[config.mk]
export PLATFORM = sky130hd
export DESIGN_NAME = writeback_arbiter
export DESIGN_NICKNAME = d
export VERILOG_FILES = /design/src/rtl/writeback_arbiter.sv
export SDC_FILE = /design/constraint.sdc
export NUM_CORES = 1
export LEC_CHECK = 0
export ABC_AREA = 1
export CAP_MARGIN = 10
export CORE_UTILIZATION = 39
export CTS_CLUSTER_DIAMETER = 40
export DETAILED_ROUTE_END_ITERATION = 12
export HOLD_SLACK_MARGIN = 0.06
export PLACE_DENSITY = 0.74
export SLEW_MARGIN = 20
export SYNTH_ARGS = -nofsm -noshare
export SYNTH_HDL_FRONTEND = slang
export SYNTH_SLANG_ARGS = --single-unit
[constraint.sdc]
create_clock -name clk -period 2.25 [get_ports clk]
set_input_delay 0.225 -clock clk [delete_from_list [all_inputs] [get_ports clk]]
set_output_delay 0.225 -clock clk [all_outputs]
set_load 0.05 [all_outputs]
[src/rtl/writeback_arbiter.sv]
// Writeback arbiter: merges unbuffered ALU results and FIFO-buffered load responses onto one register-file write port.
// Optional macro WB_FORWARD_EN adds a combinational forwarding query against the registered write.
module writeback_arbiter #(
    parameter int unsigned FIFO_DEPTH   = 4,
    parameter int unsigned STARVE_LIMIT = 3
) (
    input  logic        clk,
    input  logic        rst_n,
    input  logic        alu_valid,
    output logic        alu_ready,
    input  logic [3:0]  alu_thread,
    input  logic [3:0]  alu_rd,
    input  logic [17:0] alu_data,
    input  logic        alu_pred_en,
    input  logic        alu_pred,
    input  logic        mem_valid,
    output logic        mem_ready,
    input  logic [3:0]  mem_thread,
    input  logic [3:0]  mem_rd,
    input  logic [17:0] mem_data,
    output logic [3:0]  write_thread,
    output logic [3:0]  write_rd,
    output logic [17:0] write_data,
    output logic        write_en,
    output logic        predicate_write_en,
    output logic        predicate_in
`ifdef WB_FORWARD_EN
    ,
    input  logic [3:0]  fwd_thread,
    input  logic [3:0]  fwd_rs,
    output logic        fwd_hit,
    output logic [17:0] fwd_data
`endif
);

    localparam int unsigned PW = (FIFO_DEPTH > 2) ? $clog2(FIFO_DEPTH) : 1;
    localparam int unsigned CW = $clog2(FIFO_DEPTH) + 1;
    localparam int unsigned SW = (STARVE_LIMIT > 0) ? $clog2(STARVE_LIMIT + 1) : 1;

    typedef struct packed {
        logic [3:0]  thread;
        logic [3:0]  rd;
        logic [17:0] data;
    } entry_t;

    entry_t          fifo_mem [FIFO_DEPTH];
    logic [PW-1:0]   wr_ptr;
    logic [PW-1:0]   rd_ptr;
    logic [CW-1:0]   count;
    logic [SW-1:0]   starve;

    logic            fifo_nonempty;
    logic            push;
    logic            alu_win;
    logic            head_win;
    entry_t          head;

    assign fifo_nonempty = (count != '0);
    assign alu_ready     = (starve != SW'(STARVE_LIMIT));
    assign mem_ready     = (count < CW'(FIFO_DEPTH));
    assign push          = mem_valid && mem_ready;
    assign alu_win       = alu_valid && alu_ready;
    assign head_win      = !alu_win && fifo_nonempty;
    assign head          = fifo_mem[rd_ptr];

    // Storage carries no reset; emptiness is tracked solely by count and the pointers.
    always_ff @(posedge clk) begin
        if (push) begin
            fifo_mem[wr_ptr] <= '{thread: mem_thread, rd: mem_rd, data: mem_data};
        end
    end

    always_ff @(posedge clk or negedge rst_n) begin
        if (!rst_n) begin
            wr_ptr <= '0;
            rd_ptr <= '0;
            count  <= '0;
        end else begin
            if (push) begin
                wr_ptr <= (wr_ptr == PW'(FIFO_DEPTH - 1)) ? '0 : wr_ptr + PW'(1);
            end
            if (head_win) begin
                rd_ptr <= (rd_ptr == PW'(FIFO_DEPTH - 1)) ? '0 : rd_ptr + PW'(1);
            end
            if (push && !head_win) begin
                count <= count + CW'(1);
            end else if (!push && head_win) begin
                count <= count - CW'(1);
            end
        end
    end

    always_ff @(posedge clk or negedge rst_n) begin
        if (!rst_n) begin
            starve <= '0;
        end else if (fifo_nonempty && alu_win) begin
            starve <= starve + SW'(1);
        end else begin
            starve <= '0;
        end
    end

    always_ff @(posedge clk or negedge rst_n) begin
        if (!rst_n) begin
            write_thread       <= '0;
            write_rd           <= '0;
            write_data         <= '0;
            write_en           <= 1'b0;
            predicate_write_en <= 1'b0;
            predicate_in       <= 1'b0;
        end else if (alu_win) begin
            write_thread       <= alu_thread;
            write_rd           <= alu_rd;
            write_data         <= alu_data;
            write_en           <= (alu_rd > 4'd3);
            predicate_write_en <= alu_pred_en;
            predicate_in       <= alu_pred;
        end else if (head_win) begin
            write_thread       <= head.thread;
            write_rd           <= head.rd;
            write_data         <= head.data;
            write_en           <= (head.rd > 4'd3);
            predicate_write_en <= 1'b0;
        end else begin
            write_en           <= 1'b0;
            predicate_write_en <= 1'b0;
        end
    end

`ifdef WB_FORWARD_EN
    assign fwd_hit  = write_en && (write_thread == fwd_thread) && (write_rd == fwd_rs);
    assign fwd_data = write_data;
`endif

endmodule
==> qor.yml, run 1 <==
status:
  status: "finished clean"
power_and_ir_drop:
  pwr_density_cell_mw_per_mm2: 1330
  power_frac_seq_pct: 37.4
  clkPwrFrac_pct: 25.1
  irDropWorstVdd_mv: 0.711
  p_sw_share_pct: 38.3
  internal-power_mw: 6.15
  p_switching_mw: 3.82
  p_leak_nw: 2.95
  comb_power_share_pct: 37.4
setup_path:
  crit-reg2reg-launch: "starve[0]"
  reg2reg_depth: 10
  startpoint: "starve[0]"
  startpoint_type: "flip-flop"
  path_class: "reg2reg"
  required_ns: 2.60
  path_max_fanout: 4
  crit_arrival_ns: 2.41
  endpoint_kind: "flip-flop"
cells_and_area:
  seq_area_mm2: 0.00408
  multi_input_area_mm2: 0.00155
  mostFrequentLayoutCells: "nand2_1, edfxtp_1, nand3_1, clkdlybuf4s50_1, dfrtp_1"
  antenna_cells: 0
  fin_util_pct: 51.4
  syn_to_final_growth_pct: 28.5
  nets: 667
  drive_above_1_share_pct: 10.4
  nFillCells: 1221
  final_common_cell: "nand2_1"
  final_cells: 798
  finish.instance_area_mm2: 0.00750
floorplanning:
  die_x_um: 124
  io-pin-count: 89
  die_h_um: 124
  rows: 44
  die_area_mm2: 0.0155
  initial_core_util_pct: 40.0
  core_mm2: 0.0146
detailed_routing:
  routed_wl_um: 12300
  wl_per_cell_um: 15.4
  wl_met3_um: 777
  ant_nets: 0
  drt_first_pass_iters: 7
  num_vias: 3934
  drc_errors: 0
  viasPerCell: 4.93
  met2WireLength_um: 6060
  met1_length_um: 5230
  top_layer: "met4"
  drtIter0Drc: 268
place:
  place_worst_setup_slack_ns: 0.0623
  io_buffers: 88
  dp_hpwl_um: 7380
  placed_cells: 765
  place.gp.congestion: 0.713
  postPlaceCellArea_mm2: 0.00696
job:
  max_cap_viol_count: 0
yosys:
  synthCells: 504
  synthesis.nets: 570
  synth.distinct_cells: 28
  avgSynthCellArea_um2: 11.6
  synth_seq_area_share_pct: 69.8
  ys_seq_elements: 142
  yosysWarnings: 0
  syn_area_mm2: 0.00584
cts:
  root_buffer: "clkbuf_16"
  cts_buffers: 17
  clkTransAtPathRegs_ns: 0.05
  clock-sinks: 142
  ctsHtreeMaxLevel: 4
  cts_tree: "yes"
  clkLatencyLatePin_ns: 0.42
  clk_path_buf_depth: 2
global_route:
  grt.overflow.total: 0
  grt_pass1_wl_um: 19900
  grt_use_total_pct: 17.0
  grt_max_degree: 54
  grt_antenna_before_repair: 0
  grt_pass1_vias: 3964
sta:
  period_share_pct: 91.8
  period_needed_ns: 2.07
  fin_skew_ns: 0.00545
  whs_ns: 0.323
  hold_viol: 0
  setup-violations-final: 0
  setup_slack_ns: 0.185
  drv_slew: 0
  fmax_mhz: 484
  rsz0062_at_grt: "false"
  tightest_slew_ns: 0.599
  slew_headroom_pct: 60.0
min_path:
  hold_class: "in2async"
-- power by group through the flow --
stage | combinational [mW] | sequential [mW] | clock (mW)
after floorplan | 1.74 | 4.57 | 0
after global placement | 3.68 | 3.75 | 0
after detailed placement | 3.77 | 3.78 | 0
after CTS | 3.79 | 3.74 | 2.56
after global routing | 4.05 | 3.80 | 2.65
final | 3.73 | 3.73 | 2.51
-- per-layer routing --
metal  global-route usage, %  vias up
met3                    5.88       23
met2                    28.7      124
met1                    19.5     1886
met4                    7.37        0
li1                        -     1901
met5                       0        -
-- registers in the layout, indices dropped and copies added, names as in the netlist --
signal / cells
write_rd: 4
write_data: 18
write_thread: 4
predicate_in: 1
predicate_write_en: 1
starve: 2
write_en: 1
wr_ptr: 2
rd_ptr: 2
count: 3
fifo_mem: 104
-- timing repair --
item,4_1_cts,5_1_grt
endpoints found under the hold margin,17,0
endpoints found under the setup margin,0,1
hold buffers,1,0
resized for setup,0,1
setup buffers,0,0
-- layout make-up --
cell class,count,area share [%]
clock buffers,23,6.10
clock inverters,9,0.950
inverters,24,1.30
multi-input cells,316,20.7
flip-flops and latches,142,54.3
well taps,184,3.07
repair buffers,100,13.6
-- worst paths after layout --
kind | endpoint | slack [ns]
setup / recovery | count[2] | 0.18
hold / removal | wr_ptr[1] | 0.32
setup reg to reg | count[2] | 0.18
hold reg to reg | starve[0] | 0.43
max in group asynchronous | write_data[0] | 1.24
min in group clk | predicate_write_en | 0.32
-- synth_stat cells (all sizes together) --
library cell / number / area share (%)
edfxtp: 104 / 53
xor2: 1 / 0.15
xnor2: 1 / 0.15
inv: 24 / 1.7
mux2: 1 / 0.19
a21oi: 3 / 0.26
o21ai: 5 / 0.43
nor2: 14 / 1.2
nand3: 96 / 9.2
clkbuf: 1 / 0.064
or2: 1 / 0.11
nand2: 184 / 12
o21bai: 2 / 0.26
fa: 1 / 0.34
ha: 7 / 1.5
dfrtp: 38 / 16
buf: 21 / 2.4
-- logic make-up after synthesis --
family | synth area share [%]
fa+ha+maj | 1.84
compound gates | 0.943
simple gates | 22.8
buf+inv | 4.18
flops | 69.8
xor+xnor | 0.300
mux | 0.193
-- critical path: stages (launching register included) --
cell and delay (ns):
dfrtp_1 0.38, ha_1 0.25, inv_2 0.11, nand2_8 0.06, nand2_4 0.10, ha_1 0.15
inv_1 0.06, fa_1 0.38, or2_2 0.30, nand2_1 0.08, xor2_1 0.13
-- per-stage QoR --
step / power [mW] / TNS [ns]
after floorplan: 6.31 / -27.04
after global placement: 7.43 / 0
after detailed placement: 7.55 / 0
after CTS: 10.1 / 0
after global routing: 10.5 / 0
final: 9.97 / 0
Note: power is estimated with default switching activity, not from simulation.
==> run 2: changes to the inputs <==
--- a/config.mk
+++ b/config.mk
@@ -11,7 +11,7 @@
 export CTS_CLUSTER_DIAMETER = 40
 export DETAILED_ROUTE_END_ITERATION = 12
 export HOLD_SLACK_MARGIN = 0.06
-export PLACE_DENSITY = 0.74
+export PLACE_DENSITY = 0.72
 export SLEW_MARGIN = 20
 export SYNTH_ARGS = -nofsm -noshare
 export SYNTH_HDL_FRONTEND = slang
==> constraint.sdc (replaced) <==
create_clock -name clk -period 2.6 [get_ports clk]
set_input_delay 0.26 -clock clk [delete_from_list [all_inputs] [get_ports clk]]
set_output_delay 0.26 -clock clk [all_outputs]
set_load 0.05 [all_outputs]
==> qor.yml, run 2 (synthesis results as in run 1) <==
status:
  status: "finished clean"  # unchanged
cts:
  clk_path_buf_depth: 2  # unchanged
  clkTransAtPathRegs_ns: 0.06  # was 0.05 ns
  clkLatencyLatePin_ns: 0.42  # about the same
  cts_tree: "yes"  # unchanged
  ctsHtreeMaxLevel: 4  # unchanged
  clock-sinks: 142  # unchanged
  cts_buffers: 17  # unchanged
  cts-resized-gates: 0  # unchanged
  root_buffer: "clkbuf_16"  # unchanged
sta:
  setup_slack_ns: 0.358  # was 0.185 ns
  setup-violations-final: 0  # unchanged
  fmax_mhz: 446
  drv_slew: 0  # unchanged
  period_needed_ns: 2.24
  rsz0062_at_grt: "false"  # unchanged
  tns_ns: 0  # unchanged
  tightest_slew_ns: 0.966  # was 0.599 ns
  hold_viol: 0  # unchanged
  fin_skew_ns: 0.00807  # was 0.00545 ns
  period_share_pct: 86.2
  slew_headroom_pct: 35.6  # was 60.0%
place:
  io_buffers: 88  # unchanged
  dp_hpwl_um: 7590  # was 7380 µm
  postPlaceCellArea_mm2: 0.00693  # was 0.00696 mm²
  place.gp.congestion: 0.777  # was 0.713
  place_worst_setup_slack_ns: 0.305  # was 0.0623 ns
cells_and_area:
  syn_to_final_growth_pct: 28.9  # was 28.5%
  drive_above_1_share_pct: 11.3  # was 10.4%
  final_common_cell: "nand2_1"  # unchanged
  top_regs: "fifo_mem x104, write_data x18"  # unchanged
  antenna_cells: 0  # unchanged
  largest_reg_flops: 104  # unchanged
  regMostFlops: "fifo_mem"  # unchanged
  fin_util_pct: 51.6  # was 51.4%
  mostFrequentLayoutCells: "nand2_1, edfxtp_1, clkdlybuf4s50_1"  # was nand2_1, edfxtp_1, nand3_1, clkdlybuf4s50_1, dfrtp_1
  finish.instance_area_mm2: 0.00753  # was 0.00750 mm²
  nets: 665  # was 667
detailed_routing:
  drc_errors: 0  # unchanged
  drt_first_pass_iters: 4  # was 7
  wl_per_cell_um: 15.3  # was 15.4 µm
  routed_wl_um: 12200  # was 12300 µm
  drtIter0Drc: 285  # was 268
  viasPerCell: 4.86  # was 4.93
  num_vias: 3871  # was 3934
  ant_nets: 0  # unchanged
setup_path:
  path_class: "reg2out"  # was reg2reg
  startpoint_type: "flip-flop"  # unchanged
  required_ns: 2.34  # was 2.60 ns
  endpoint_kind: "primary output"  # was flip-flop
  crit_arrival_ns: 1.98  # was 2.41 ns
  path_max_fanout: 2  # was 4
job:
  max_cap_viol_count: 0  # unchanged
floorplanning:
  die_x_um: 124  # unchanged
  die_h_um: 124  # unchanged
  rows: 44  # unchanged
  core_mm2: 0.0146  # unchanged
  die_area_mm2: 0.0155  # unchanged
  initial_core_util_pct: 40.0  # unchanged
  io-pin-count: 89  # unchanged
power_and_ir_drop:
  p_leak_nw: 2.96  # was 2.95 nW
  irDropWorstVdd_mv: 0.664  # was 0.711 mV
  power_mw: 8.78  # was 9.97 mW
  pwr_density_cell_mw_per_mm2: 1170  # was 1330 mW/mm²
global_route:
  grt_pass1_vias: 3895  # was 3964
  grt_max_degree: 55  # was 54
  grt_antenna_before_repair: 0  # unchanged
  grt.overflow.total: 0  # unchanged
  grt_pass1_wl_um: 19900  # about the same
  grt_use_total_pct: 17.0  # about the same
min_path:
  hold_class: "in2reg"  # was in2async
[run 2: changes by cell type in the layout (fill, tap and decap cells not counted), sizes merged]
cell / delta
clkbuf: -4
buf: -2
clkinvlp: +2
inv: +2
bufinv: +1
clkdlybuf4s50: +1
clkinv: -1
dlymetal6s2s: -1
[run 2: repair_timing]
action                                  CTS  global route
hold endpoints to repair                 38             0
endpoints found under the setup margin    0             0
hold buffers                              1             0
setup buffers                             0             0
[run 2: worst paths after layout]
check                           cells after the start   startpoint                 end  slack (ns)
worst max register to register                     10    starve[0]            count[2]        0.44
worst min-delay path                                3  alu_pred_en  predicate_write_en        0.37
min in group asynchronous                           2        rst_n     write_thread[3]        0.53
worst min register to register                      1    starve[0]           starve[0]        0.44
max in group asynchronous                           2        rst_n           rd_ptr[0]        1.40
worst max-delay path                                3    starve[0]           alu_ready        0.36
[run 2: cell type report]
| cell class | count | area, µm² |
|---|---|---|
| Inverter | 24 | 97.6 |
| Timing Repair Buffer | 98 | 991 |
| Clock buffer | 19 | 443 |
| Sequential cell | 142 | 4080 |
| Fill cell | 1209 | 7060 |
| Tap cell | 184 | 230 |
| Multi-Input combinational cell | 316 | 1550 |
| Clock inverter | 13 | 140 |
[run 2: through the flow]
step           cells  hold slack (ns)
3_3_place_gp     763            0.418
4_1_cts          796            0.356
3_5_place_dp     763            0.429
6_report         796            0.369
5_1_grt          796            0.362
2_1_floorplan    504          -0.0356
[run 2: report_power, final]
part,total [mW],switching [mW],leakage (nW),internal (mW)
combinational,3.25,2.22,1.29,1.03
sequential,3.18,0.222,1.40,2.96
clock,2.35,0.914,0.276,1.44
total,8.78,3.36,2.96,5.43
[run 2: per-layer routing]
metal  share of wire [%]  global-route usage (%)  up-vias
li1                    -                       -     1897
met1                  42                    20.1     1841
met2                  50                    28.2      122
met3                 6.6                    6.83       11
met4                 1.2                    5.53        0
met5                   0                       0        -
[run 2: critical path, cell delays in order, from the launching register on]
cell and delay (ns):
dfrtp_1 0.38, ha_1 0.25, inv_2 0.12, clkdlybuf4s50_1 0.81
==> run 3: changes to the inputs <==
--- a/config.mk
+++ b/config.mk
@@ -9,9 +9,11 @@
 export CAP_MARGIN = 10
 export CORE_UTILIZATION = 39
 export CTS_CLUSTER_DIAMETER = 40
+export CTS_CLUSTER_SIZE = 14
 export DETAILED_ROUTE_END_ITERATION = 12
 export HOLD_SLACK_MARGIN = 0.06
 export PLACE_DENSITY = 0.72
+export SETUP_SLACK_MARGIN = 0.02
 export SLEW_MARGIN = 20
 export SYNTH_ARGS = -nofsm -noshare
 export SYNTH_HDL_FRONTEND = slang
==> results of run 3 <==
The final DEF is identical to that of run 2; final timing and power are the same.
